`config.mk`:
```
export PLATFORM = sky130hd
export DESIGN_NAME = fifo
export DESIGN_NICKNAME = d
export VERILOG_FILES = /design/src/rtl/fifo.sv
export SDC_FILE = /design/constraint.sdc
export NUM_CORES = 1
export LEC_CHECK = 0
export BUFFER_PORTS_ARGS = -buffer_cell sky130_fd_sc_hd__buf_2
export CAP_MARGIN = 20
export CORE_ASPECT_RATIO = 0.5
export CORE_MARGIN = 2
export CORE_UTILIZATION = 60
export DETAILED_ROUTE_END_ITERATION = 10
export GPL_TIMING_DRIVEN = 0
export HOLD_SLACK_MARGIN = 0.03
export PLACE_DENSITY_LB_ADDON = 0.2
export SYNTH_ARGS = -nofsm -noshare
export SYNTH_HDL_FRONTEND = slang
export SYNTH_SLANG_ARGS = --single-unit
```
`constraint.sdc`:
```
create_clock -name clk -period 5.9 [get_ports clk]
set_clock_uncertainty 0.2 [all_clocks]
set_input_delay 0.59 -clock clk [delete_from_list [all_inputs] [get_ports clk]]
set_output_delay 0.59 -clock clk [all_outputs]
set_load 0.1 [all_outputs]
```
`src/rtl/fifo.sv`:
```
// Synchronous FWFT flit FIFO: a write is visible on pkto one cycle later; pkto is combinational from storage.
// A push while full is dropped unless a pop happens in the same cycle. FIFO_NULL_FILTER_EN discards null flits at the input.
module fifo #(
    parameter int PKTW  = 9,
    parameter int DEPTH = 4
) (
    input  logic          clk,
    input  logic          rst,
    input  logic          re,
    input  logic          we,
    input  logic [PKTW:0] pkti,
    output logic          empty,
    output logic          full,
    output logic [PKTW:0] pkto
);

    localparam int AW = $clog2(DEPTH);
    localparam logic [AW:0] FULL_CNT = (AW+1)'(DEPTH);

    logic [PKTW:0] mem [DEPTH];
    logic [AW-1:0] rp;
    logic [AW-1:0] wp;
    logic [AW:0]   cnt;
    logic          we_eff;
    logic          wr_ok;
    logic          rd_ok;

`ifdef FIFO_NULL_FILTER_EN
    assign we_eff = we && (pkti[PKTW:PKTW-1] != 2'b00);
`else
    assign we_eff = we;
`endif

    assign empty = (cnt == '0);
    assign full  = (cnt == FULL_CNT);
    assign rd_ok = re && !empty;
    // A full FIFO still accepts a write when a pop frees the head slot this cycle.
    assign wr_ok = we_eff && (!full || re);
    assign pkto  = empty ? '0 : mem[rp];

    always_ff @(posedge clk) begin
        if (rst) begin
            rp  <= '0;
            wp  <= '0;
            cnt <= '0;
        end else begin
            if (rd_ok) rp <= rp + 1'b1;
            if (wr_ok) wp <= wp + 1'b1;
            if (wr_ok && !rd_ok)
                cnt <= cnt + 1'b1;
            else if (rd_ok && !wr_ok)
                cnt <= cnt - 1'b1;
        end
    end

    always_ff @(posedge clk) begin
        if (!rst && wr_ok) mem[wp] <= pkti;
    end

endmodule

```
==> results.ini <==
[placed_design]
globalplace.congestion=0.676
hpwl_um=2130
port_buffers=25

[clock_network]
post_cts_buffers=0
cts_resized=0
clock-root-buffer=clkbuf_8
clkLatencyLatePin_ns=0.29
clockBufferDepth=2
htreeDepth=2
cts_buffers=5
cts_num_sinks=49
cts.clk_slew.worst_paths_ns=0.08
tritoncts=built
hold_buffers=0

[synthesis]
synth.most_common_cell=edfxtp_1
synth_area_per_cell_um2=17.6
ys_seq_elements=49
syn_area_um2=1990
synth_edf_count=40
synth_top_area_frac=0.603
synthArstFlopShare=0
synth.area.top_cells=edfxtp_1 (60%), mux4_2 (11%), dfxtp_1 (9.1%), ha_1 (3.1%), nor2b_1 (3.1%)
ys_types=25
synth_top_area_cell=edfxtp_1
synthCells=113
ys_seq_area_frac=0.694
ys.warnings.count=0
synth_ff_type=edfxtp_1
syn_nets=133
synth_commonest_cells=edfxtp_1 (40), mux4_2 (10), nor2b_1 (10)

[final_layout]
nets=165
fill_cells=185
diodes=0
drive_gt1_frac=0.349
syn2layout_area_growth_pct=13.9

[routing]
num_vias=1031
drtPass1Iterations=4
final_antenna_net_count=0
via_per_inst=5.54
routed_wl_um=3170
drc_errors=0
drt_iter0_drc=63
wl_per_cell_um=17.0

[global_routing]
grt_antenna_before_repair=0
first_global_vias=1010
grt_use_total=0.180
grt_pass1_wl_um=4840
grt_overflow=0
grt_max_degree=15

[sta]
setup_tns_ns=0
min_period_over_period=0.480
max_freq_ghz=0.353
period_minus_slack_ns=2.83
rsz0062_at_grt=no
relSlewSlack=0.375
tightest_slew_ns=0.933
maxSlewViolCount=0
setup_viol=0
hold_violations=0

[worst_hold_path]
hp-class=in -> reg

[critical_path]
critPathLaunch=cnt[1]
rr_worst_depth=9
start_kind=flip-flop
cp-endpoint=empty
crit_path_end_kind=output port
cp_slowest_stage_delay_ns=0.52
crit_required_ns=5.11
crit_type=reg -> out
path_cells=nor3_1 > clkbuf_1 > buf_2
r2r-start=cnt[2]
cp_slowest_cell=buf_2
reg2reg_to=cnt[2]
arrival_ns=2.04
r2r_slack_ns=3.37
crit_fanout=10

[flow_run]
maxCapViolCount=0

[floorplan]
die_x_um=85.5
io_pins=26
num_rows=14
start_util=0.646
die_height_um=44.7
core-area_um2=3080
die-area_um2=3820

[status]
outcome=completed

==> worst max-delay path: cells and delay by family (launching register included) <==
kind                   cells  cell delay [ns]
buffers and inverters      2             0.96
flip-flops                 1             0.37
AND/OR/NAND/NOR            1             0.41
==> flip-flops by register name, summed over array words and instances, names as in the netlist, named ones only <==
| signal | cells |
|---|---|
| cnt | 3 |
| mem | 40 |
| rp | 2 |
| wp | 2 |
==> routing by layer <==
metal	vias to the layer above	track usage	wire, µm
met5	-	0	0
met4	0	0.0603	27
met3	4	0.0548	225
met2	42	0.309	1530
met1	501	0.227	1390
li1	484	-	-
==> cell families after synthesis <==
family,count (synthesis),synth area share
buffers and inverters,9,0.0176
flip-flops,49,0.694
adder cells (fa/ha/maj),6,0.0415
AND/OR/NAND/NOR,27,0.0811
XOR/XNOR,3,0.0132
AO/OA/AOI/OAI,6,0.0220
multiplexers,13,0.131
==> layout by cell type (no fill, tap or decap), types with 2 or more instances in the layout <==
cell	n
xor2_1	3
buf_2	26
clkbuf_8	5
inv_1	4
nand2b_1	2
nor2b_1	10
o21ai_0	2
nor3b_2	4
dfxtp_1	9
a21oi_1	2
clkbuf_1	5
mux4_2	10
nor2_1	6
ha_1	5
mux2i_1	2
edfxtp_1	40
==> how the worst min path moves through the flow <==
stage | start | end | slack (ns) | cells past startpoint
floorplan | rp[1] | flip-flop | 0.26 | 2
global placement | rp[1] | rp[1] | 0.27 | 2
detailed placement | rp[1] | flip-flop | 0.31 | 2
CTS | pkti[8] | mem[2][8] | 0.30 | 1
global route | pkti[4] | mem[3][4] | 0.31 | 1
finish | pkti[8] | mem[0][8] | 0.31 | 1
==> final cells by class <==
class / count / area [µm²] / share of cell area
plain buffers: 4 / 16.3 / 0.00717
clock buffers: 7 / 76.3 / 0.0337
clock inverters: 1 / 5.00 / 0.00221
inverters: 5 / 18.8 / 0.00828
multi-input cells: 55 / 594 / 0.262
flip-flops and latches: 49 / 1380 / 0.609
well taps: 40 / 50.0 / 0.0221
repair buffers: 25 / 125 / 0.0552
==> stage by stage <==
stage / util / hold WS, ns / area [µm²] / worst slack (ns) / std cells
finish: 0.735 / 0.308 / 2270 / 3.07 / 186
global route: 0.735 / 0.307 / 2270 / 2.94 / 186
CTS: 0.735 / 0.301 / 2270 / 3.01 / 186
detailed placement: 0.709 / 0.310 / 2190 / 3.35 / 178
global placement: 0.703 / 0.270 / 2170 / 2.95 / 178
floorplan: - / 0.259 / 1990 / 2.45 / 113
Power is left out: the tool's default activity adds up to more than one toggle a clock period on the data nets, which glitch-free logic cannot reach.
